$ cat src/rtl/dmem_arbiter_if.sv
// ---------------------------------------------------------------------------
// dmem_arbiter_if.sv
//
// Bus interfaces used around dmem_arbiter.
//
// dmem_req_if : one requester port of the arbiter.
//   req    requester -> arbiter  access request, held with fields stable
//                                until gnt (or dropped before gnt)
//   we     requester -> arbiter  1 = write, 0 = read
//   lock   requester -> arbiter  ask to keep the grant next cycle
//   addr   requester -> arbiter  byte address (word aligned)
//   wdata  requester -> arbiter  write data
//   gnt    arbiter -> requester  access accepted this cycle (combinational)
//   rvalid arbiter -> requester  one-cycle pulse, rdata valid
//   rdata  arbiter -> requester  registered read data
//   err    arbiter -> requester  one-cycle pulse, misaligned request rejected
//
// dmem_mem_if : connection to the single-port data memory.
//   we     arbiter -> memory     write enable, commits on posedge clk
//   a      arbiter -> memory     byte address
//   wd     arbiter -> memory     write data
//   rd     memory -> arbiter     combinational read data
// ---------------------------------------------------------------------------
interface dmem_req_if #(
    parameter int AW = 32,
    parameter int DW = 32
);
    logic          req;
    logic          we;
    logic          lock;
    logic [AW-1:0] addr;
    logic [DW-1:0] wdata;
    logic          gnt;
    logic          rvalid;
    logic [DW-1:0] rdata;
    logic          err;

    // Requester side drives the request fields and observes the responses.
    modport master (
        output req, we, lock, addr, wdata,
        input  gnt, rvalid, rdata, err
    );

    // Arbiter side observes the request fields and drives the responses.
    modport slave (
        input  req, we, lock, addr, wdata,
        output gnt, rvalid, rdata, err
    );
endinterface

interface dmem_mem_if #(
    parameter int AW = 32,
    parameter int DW = 32
);
    logic          we;
    logic [AW-1:0] a;
    logic [DW-1:0] wd;
    logic [DW-1:0] rd;

    // The arbiter drives the memory address/write side.
    modport master (
        output we, a, wd,
        input  rd
    );

    // The memory returns read data for the presented address.
    modport slave (
        input  we, a, wd,
        output rd
    );
endinterface

$ cat src/rtl/dmem_arbiter.sv
// ---------------------------------------------------------------------------
// dmem_arbiter.sv
//
// Shares one single-port data memory between two requesters: port m0 (CPU
// load/store unit) and port m1 (debug/DMA loader). Conflicts are resolved
// round-robin; a requester may hold the grant for up to LOCK_MAX consecutive
// accesses via its lock input (read-modify-write sequences), after which the
// grant is forcibly passed on. Misaligned word accesses are rejected with a
// one-cycle err pulse instead of reaching memory. Read data is captured from
// the memory's combinational read port at the grant edge and presented one
// cycle later with an rvalid pulse.
//
// Ports:
//   clk    system clock, all state on the rising edge
//   rst_n  synchronous active-low reset
//   m0     requester 0 (dmem_req_if.slave)
//   m1     requester 1 (dmem_req_if.slave)
//   mem    data memory connection (dmem_mem_if.master)
//
// Parameters:
//   AW        byte address width
//   DW        data width
//   LOCK_MAX  maximum consecutive locked grants before forced release (>=1)
// ---------------------------------------------------------------------------
module dmem_arbiter #(
    parameter int AW       = 32,
    parameter int DW       = 32,
    parameter int LOCK_MAX = 4
) (
    input  logic        clk,
    input  logic        rst_n,
    dmem_req_if.slave   m0,
    dmem_req_if.slave   m1,
    dmem_mem_if.master  mem
);

    localparam int CW = $clog2(LOCK_MAX + 1);
    localparam logic [CW-1:0] LOCK_LIMIT = CW'(LOCK_MAX);

    typedef enum logic [1:0] {
        OWN_NONE = 2'd0,
        OWN_M0   = 2'd1,
        OWN_M1   = 2'd2
    } owner_t;

    // Arbitration state
    logic          prio;
    owner_t        owner;
    logic [CW-1:0] lock_cnt;

    // Registered responses
    logic          rvalid0;
    logic          rvalid1;
    logic [DW-1:0] rdata0;
    logic [DW-1:0] rdata1;
    logic          err0;
    logic          err1;

    // Winner selection and its muxed request fields
    logic          any_req;
    logic          win;
    logic          win_we;
    logic          win_lock;
    logic [AW-1:0] win_addr;
    logic [DW-1:0] win_wdata;
    logic          aligned;
    logic          grant;
    owner_t        win_owner;
    logic [CW-1:0] base_cnt;
    logic [CW-1:0] run_cnt;
    logic          keep_lock;

    // Pick the winner: a lock owner that is still requesting keeps the
    // grant, a lone requester wins outright, and a tie goes to prio.
    always_comb begin
        any_req = m0.req | m1.req;
        if (owner == OWN_M0 && m0.req) begin
            win = 1'b0;
        end else if (owner == OWN_M1 && m1.req) begin
            win = 1'b1;
        end else if (m0.req && !m1.req) begin
            win = 1'b0;
        end else if (m1.req && !m0.req) begin
            win = 1'b1;
        end else begin
            win = prio;
        end
    end

    // Mux the winner's request onto internal signals.
    always_comb begin
        win_we    = win ? m1.we    : m0.we;
        win_lock  = win ? m1.lock  : m0.lock;
        win_addr  = win ? m1.addr  : m0.addr;
        win_wdata = win ? m1.wdata : m0.wdata;
        aligned   = (win_addr[1:0] == 2'b00);
    end

    // A grant needs a request, an aligned address and no reset in progress;
    // gating with rst_n keeps a write from committing at a reset edge.
    assign grant = rst_n & any_req & aligned;

    assign m0.gnt = grant & ~win;
    assign m1.gnt = grant & win;

    // The memory only sees the winner while it is granted; otherwise the
    // bus rests at zero so nothing stray reaches dmem.
    assign mem.we = grant & win_we;
    assign mem.a  = grant ? win_addr  : '0;
    assign mem.wd = grant ? win_wdata : '0;

    // Lock bookkeeping: the consecutive-grant count only carries over when
    // the winner is the current owner, otherwise this is its first grant.
    // The lock continues only while the count stays below LOCK_MAX.
    always_comb begin
        win_owner = win ? OWN_M1 : OWN_M0;
        base_cnt  = (owner == win_owner) ? lock_cnt : '0;
        run_cnt   = base_cnt + CW'(1);
        keep_lock = win_lock && (run_cnt < LOCK_LIMIT);
    end

    // Arbitration state and registered responses. A rejected misaligned
    // request still advances prio/owner as if granted so the other port is
    // not starved by a stuck bad request.
    always_ff @(posedge clk) begin
        if (!rst_n) begin
            prio     <= 1'b0;
            owner    <= OWN_NONE;
            lock_cnt <= '0;
            rvalid0  <= 1'b0;
            rvalid1  <= 1'b0;
            rdata0   <= '0;
            rdata1   <= '0;
            err0     <= 1'b0;
            err1     <= 1'b0;
        end else begin
            rvalid0 <= grant & ~win & ~win_we;
            rvalid1 <= grant &  win & ~win_we;
            err0    <= any_req & ~aligned & ~win;
            err1    <= any_req & ~aligned &  win;

            if (grant && !win_we) begin
                if (win) begin
                    rdata1 <= mem.rd;
                end else begin
                    rdata0 <= mem.rd;
                end
            end

            if (any_req) begin
                if (keep_lock) begin
                    owner    <= win_owner;
                    lock_cnt <= run_cnt;
                end else begin
                    owner    <= OWN_NONE;
                    lock_cnt <= '0;
                    prio     <= ~win;
                end
            end else begin
                owner    <= OWN_NONE;
                lock_cnt <= '0;
            end
        end
    end

    assign m0.rvalid = rvalid0;
    assign m0.rdata  = rdata0;
    assign m0.err    = err0;
    assign m1.rvalid = rvalid1;
    assign m1.rdata  = rdata1;
    assign m1.err    = err1;

endmodule

$ cat src/flat_wrapper.sv
// flat-port wrapper written by rule: the top's interface ports become plain ports
module dmem_arbiter_flat 
#(
    parameter int AW       = 32,
    parameter int DW       = 32,
    parameter int LOCK_MAX = 4
)
  (clk, rst_n, m0_req, m0_we, m0_lock, m0_addr, m0_wdata, m0_gnt, m0_rvalid, m0_rdata, m0_err, m1_req, m1_we, m1_lock, m1_addr, m1_wdata, m1_gnt, m1_rvalid, m1_rdata, m1_err, mem_we, mem_a, mem_wd, mem_rd);
  dmem_req_if #(.AW(AW), .DW(DW)) m0_i ();
  dmem_req_if #(.AW(AW), .DW(DW)) m1_i ();
  dmem_mem_if #(.AW(AW), .DW(DW)) mem_i ();
  input  logic clk;
  input  logic rst_n;
  input wire logic [$bits(m0_i.req)-1:0] m0_req;
  input wire logic [$bits(m0_i.we)-1:0] m0_we;
  input wire logic [$bits(m0_i.lock)-1:0] m0_lock;
  input wire logic [$bits(m0_i.addr)-1:0] m0_addr;
  input wire logic [$bits(m0_i.wdata)-1:0] m0_wdata;
  output wire logic [$bits(m0_i.gnt)-1:0] m0_gnt;
  output wire logic [$bits(m0_i.rvalid)-1:0] m0_rvalid;
  output wire logic [$bits(m0_i.rdata)-1:0] m0_rdata;
  output wire logic [$bits(m0_i.err)-1:0] m0_err;
  input wire logic [$bits(m1_i.req)-1:0] m1_req;
  input wire logic [$bits(m1_i.we)-1:0] m1_we;
  input wire logic [$bits(m1_i.lock)-1:0] m1_lock;
  input wire logic [$bits(m1_i.addr)-1:0] m1_addr;
  input wire logic [$bits(m1_i.wdata)-1:0] m1_wdata;
  output wire logic [$bits(m1_i.gnt)-1:0] m1_gnt;
  output wire logic [$bits(m1_i.rvalid)-1:0] m1_rvalid;
  output wire logic [$bits(m1_i.rdata)-1:0] m1_rdata;
  output wire logic [$bits(m1_i.err)-1:0] m1_err;
  output wire logic [$bits(mem_i.we)-1:0] mem_we;
  output wire logic [$bits(mem_i.a)-1:0] mem_a;
  output wire logic [$bits(mem_i.wd)-1:0] mem_wd;
  input wire logic [$bits(mem_i.rd)-1:0] mem_rd;
  assign m0_i.req = m0_req;
  assign m0_i.we = m0_we;
  assign m0_i.lock = m0_lock;
  assign m0_i.addr = m0_addr;
  assign m0_i.wdata = m0_wdata;
  assign m0_gnt = m0_i.gnt;
  assign m0_rvalid = m0_i.rvalid;
  assign m0_rdata = m0_i.rdata;
  assign m0_err = m0_i.err;
  assign m1_i.req = m1_req;
  assign m1_i.we = m1_we;
  assign m1_i.lock = m1_lock;
  assign m1_i.addr = m1_addr;
  assign m1_i.wdata = m1_wdata;
  assign m1_gnt = m1_i.gnt;
  assign m1_rvalid = m1_i.rvalid;
  assign m1_rdata = m1_i.rdata;
  assign m1_err = m1_i.err;
  assign mem_we = mem_i.we;
  assign mem_a = mem_i.a;
  assign mem_wd = mem_i.wd;
  assign mem_i.rd = mem_rd;
  dmem_arbiter #(.AW(AW), .DW(DW), .LOCK_MAX(LOCK_MAX)) u_core (.clk(clk), .rst_n(rst_n), .m0(m0_i), .m1(m1_i), .mem(mem_i));
endmodule
$ cat config.mk
export PLATFORM = sky130hd
export DESIGN_NAME = dmem_arbiter_flat
export DESIGN_NICKNAME = d
export VERILOG_FILES = /design/src/rtl/dmem_arbiter_if.sv /design/src/rtl/dmem_arbiter.sv /design/src/flat_wrapper.sv
export SDC_FILE = /design/constraint.sdc
export NUM_CORES = 1
export LEC_CHECK = 0
export BUFFER_PORTS_ARGS = -buffer_cell sky130_fd_sc_hd__buf_2
export CORE_ASPECT_RATIO = 1.4
export CORE_MARGIN = 10
export CORE_UTILIZATION = 32
export CTS_BUF_LIST = sky130_fd_sc_hd__clkbuf_8
export CTS_CLUSTER_DIAMETER = 30
export DETAILED_ROUTE_END_ITERATION = 8
export PLACE_DENSITY = 0.79
export SYNTH_ARGS = -nofsm -noshare
export SYNTH_HDL_FRONTEND = slang
export SYNTH_SLANG_ARGS = --single-unit
export TNS_END_PERCENT = 1
$ cat constraint.sdc
create_clock -name clk -period 3.9 [get_ports clk]
set_input_delay 0.39 -clock clk [delete_from_list [all_inputs] [get_ports clk]]
set_output_delay 0.39 -clock clk [all_outputs]
set_load 0.005 [all_outputs]
==> flow_summary_export.csv <==
group,metric,value,unit
sta,fmax,0.347,GHz
synth,synth_cells,343,
power_and_ir_drop,p_switching,429,uW
final_layout,final_cell_area,5210,um2
floorplanning,dieWidth,109,um
worst_setup_path,cp-startpoint,"u_core.owner[0]",
worst_setup_path,reg2reg_from,"u_core.prio",
worst_setup_path,r2r_end,"u_core.lock_cnt[0]",
sta,fin_crit,2.88,ns
cts,clk_latency,0.34,ns
cts,ctsLongestPathBuffers,2,
synth,syn_area_per_cell,10.3,um2
final_layout,num-nets-final,799,
power_and_ir_drop,swShare,25.4,%
sta,fin_tns_setup,0,ns
placement,dp_worst_setup_slack,1.08,ns
global_routing,gr-total-overflow,0,
final_layout,postLayoutCoreUtil,48.2,%
power_and_ir_drop,combPwrFrac,15.9,%
power_and_ir_drop,powerDensity,324,nW/um2
cts,htree_levels,3,
floorplanning,die-area,15600,um2
detailed_routing,drt-initial-drc-count,175,
detailed_routing,drc,0,
worst_setup_path,endpoint,"mem_wd[11]",
cts,cts_hold_buffers,0,
worst_setup_path,endpoint_kind,"primary output",
power_and_ir_drop,power_frac_seq,46.1,%
synth,yosysUniqueCellTypes,36,
power_and_ir_drop,ir_worst_vdd,0.270,mV
global_routing,grt_pass1_wl,24200,um
cts,ctsResizeCount,0,
worst_setup_path,crit_type,"reg2out",
status,status,"completed",
sta,maxSlewHeadroom,53.6,%
floorplanning,chipHeight,144,um
worst_setup_path,r2r_slack,1.58,ns
power_and_ir_drop,pwr-share-clk,38.1,%
cts,clock_sinks,74,
detailed_routing,ant_nets,0,
synth,syn_area,3520,um2
sta,worst_slack,1.02,ns
sta,slew_violations,0,
sta,min_period_over_period,73.8,%
final_layout,drive_above_1_share,52.4,%
detailed_routing,totalWireLength,17400,um
placement,hpwl,14500,um
placement,place_area,4990,um2
final_layout,n_antenna_cell,0,
cts,clk_pin_slew,0.08,ns
global_routing,grt_usage,20.7,%
sta,worst_slew_pin_slew,0.694,ns
worst_setup_path,ff2ff_path_depth,8,
cts,cts_tree,"built",
global_routing,grt_pass1_vias,3941,
synth,synth-seq-cells,74,
detailed_routing,drt-pass1-iter-count,6,
power_and_ir_drop,p_leak,0.00267,uW
worst_setup_path,cp.arrival,2.49,ns
global_routing,grt_max_degree,44,
hold_path,min_path_type,"in2reg",
sta,hold_viol,0,
detailed_routing,num_vias,3806,
final_layout,synthToLayoutAreaGrowth,48.1,%
hold_path,holdPathStages,3,
floorplanning,start_util,32.5,%
sta,fin_worst_skew,0.00492,ns
worst_setup_path,path_max_fanout,43,
cts,root_buffer,"clkbuf_8",
final_layout,fill_cells,1051,
cts,cts_buffers,9,
synth,yosys_warnings,0,
worst_setup_path,worstSetupStartpointType,"register",
floorplanning,coreArea,10800,um2
placement,gp_congestion,0.893,
sta,report.final.setup_viol,0,
floorplanning,ios,303,
power_and_ir_drop,internal-power,1260,uW
cts,post-cts-setup-buffer-count,0,
placement,numPortBuffers,300,
global_routing,grt_antenna_before_repair,0,
run,drv_cap,0,
floorplanning,rows,45,
detailed_routing,routedWlPerCell,22.5,um
synth,ys_seq_area_share,42.1,%
worst_setup_path,worstPathRequired,3.51,ns
detailed_routing,viasPerCell,4.90,
sta,rsz0062_at_grt,"no",
-- sequential cells by signal, summed over array words and instances (netlist names) --
name	cells
u_core.lock_cnt	3
u_core.prio	1
u_core.m0.err	1
u_core.m0.rdata	32
u_core.m1.rdata	32
u_core.m1.err	1
u_core.m0.rvalid	1
u_core.m1.rvalid	1
u_core.owner	2
-- placed cells by master (no fill, tap or decap), types with 2 or more instances in the layout --
cell type,instances
and2_1,4
mux2i_1,65
nand3b_1,2
clkbuf_8,9
clkinv_2,3
nor2_1,68
a22o_1,62
nand2_1,2
nor2b_1,2
nor3_2,2
buf_2,300
dfxtp_1,74
bufinv_16,2
nor2b_2,2
o32ai_1,2
o21ai_0,4
buf_4,4
nor4_1,3
conb_1,3
nor3_1,2
-- cell type report --
class,count,area [um2],area share [%]
Clock inverter,7,91.3,1.75
Sequential cell,74,1480,28.5
Timing Repair Buffer,305,1550,29.8
Multi-Input combinational cell,238,1770,34.1
Tap cell,141,176,3.39
Inverter,2,7.51,0.144
Clock buffer,9,124,2.38
-- power groups by stage --
stage                     sequential, uW  clock [uW]  combinational (uW)
after detailed placement             795           0                 268
after floorplan                      796           0                 115
after CTS                            778         657                 270
after global placement               795           0                 271
final                                778         643                 268
after global routing                 780         693                 292
-- how the worst min path moves through the flow --
| stage | start | end | slack [ns] |
|---|---|---|---|
| after CTS | mem_rd[18] | u_core.m1.rdata[18] | 0.28 |
| after floorplan | u_core.prio | u_core.prio | 0.48 |
| final | mem_rd[4] | u_core.m0.rdata[4] | 0.29 |
| after global placement | u_core.m0.rdata[26] | u_core.m0.rdata[26] | 0.47 |
| after detailed placement | u_core.m0.rdata[12] | u_core.m0.rdata[12] | 0.48 |
| after global routing | mem_rd[17] | u_core.m1.rdata[17] | 0.28 |
-- stage by stage --
stage | power (uW) | std cells | hold WS (ns)
CTS | 1710 | 776 | 0.278
global route | 1760 | 776 | 0.283
finish | 1690 | 776 | 0.293
detailed placement | 1060 | 760 | 0.479
global placement | 1070 | 760 | 0.469
floorplan | 910 | 345 | 0.476
-- critical path, cell delays in order, from the launching register on --
cell and delay [ns]:
dfxtp_1 0.32, nand2b_1 0.19, a22oi_1 0.22, and3_2 0.46, buf_4 0.48, a22o_1 0.31, buf_2 0.16
-- synthesized netlist by cell type (all sizes together) --
cell | n | area, um2
nor4 | 3 | 18.8
nor2b | 5 | 36.3
o21ai | 5 | 25.0
o21ba | 1 | 10.0
nand3 | 1 | 5.00
and3 | 1 | 6.26
a22o | 63 | 561
or2 | 1 | 6.26
conb | 1 | 3.75
o32ai | 2 | 17.5
nand2b | 1 | 6.26
nand2 | 2 | 7.51
mux2i | 65 | 651
and2 | 4 | 25.0
a21oi | 1 | 5.00
nor2 | 69 | 267
o211a | 1 | 10.0
a22oi | 1 | 7.51
nand3b | 2 | 15.0
nor3 | 4 | 30.0
buf | 25 | 246
nor4b | 1 | 23.8
inv | 2 | 7.50
ha | 1 | 12.5
dfxtp | 74 | 1480
clkbuf | 6 | 22.5
xor2 | 1 | 8.76
-- routing by layer --
metal	vias up	routed length, um	track usage (%)
li1	1804	-	-
met5	-	0	0
met4	0	213	5.78
met1	1741	7230	25.0
met3	14	2570	11.5
met2	247	7440	30.9
-- kinds of logic after synthesis --
logic type | share of synthesized area, %
other | 0.107
AND/OR/NAND/NOR | 12.7
XOR/XNOR | 0.249
AO/OA/AOI/OAI | 18.1
flip-flops | 42.1
buffers and inverters | 7.86
adder cells (fa/ha/maj) | 0.356
multiplexers | 18.5
Power figures use the tool's default switching activity.
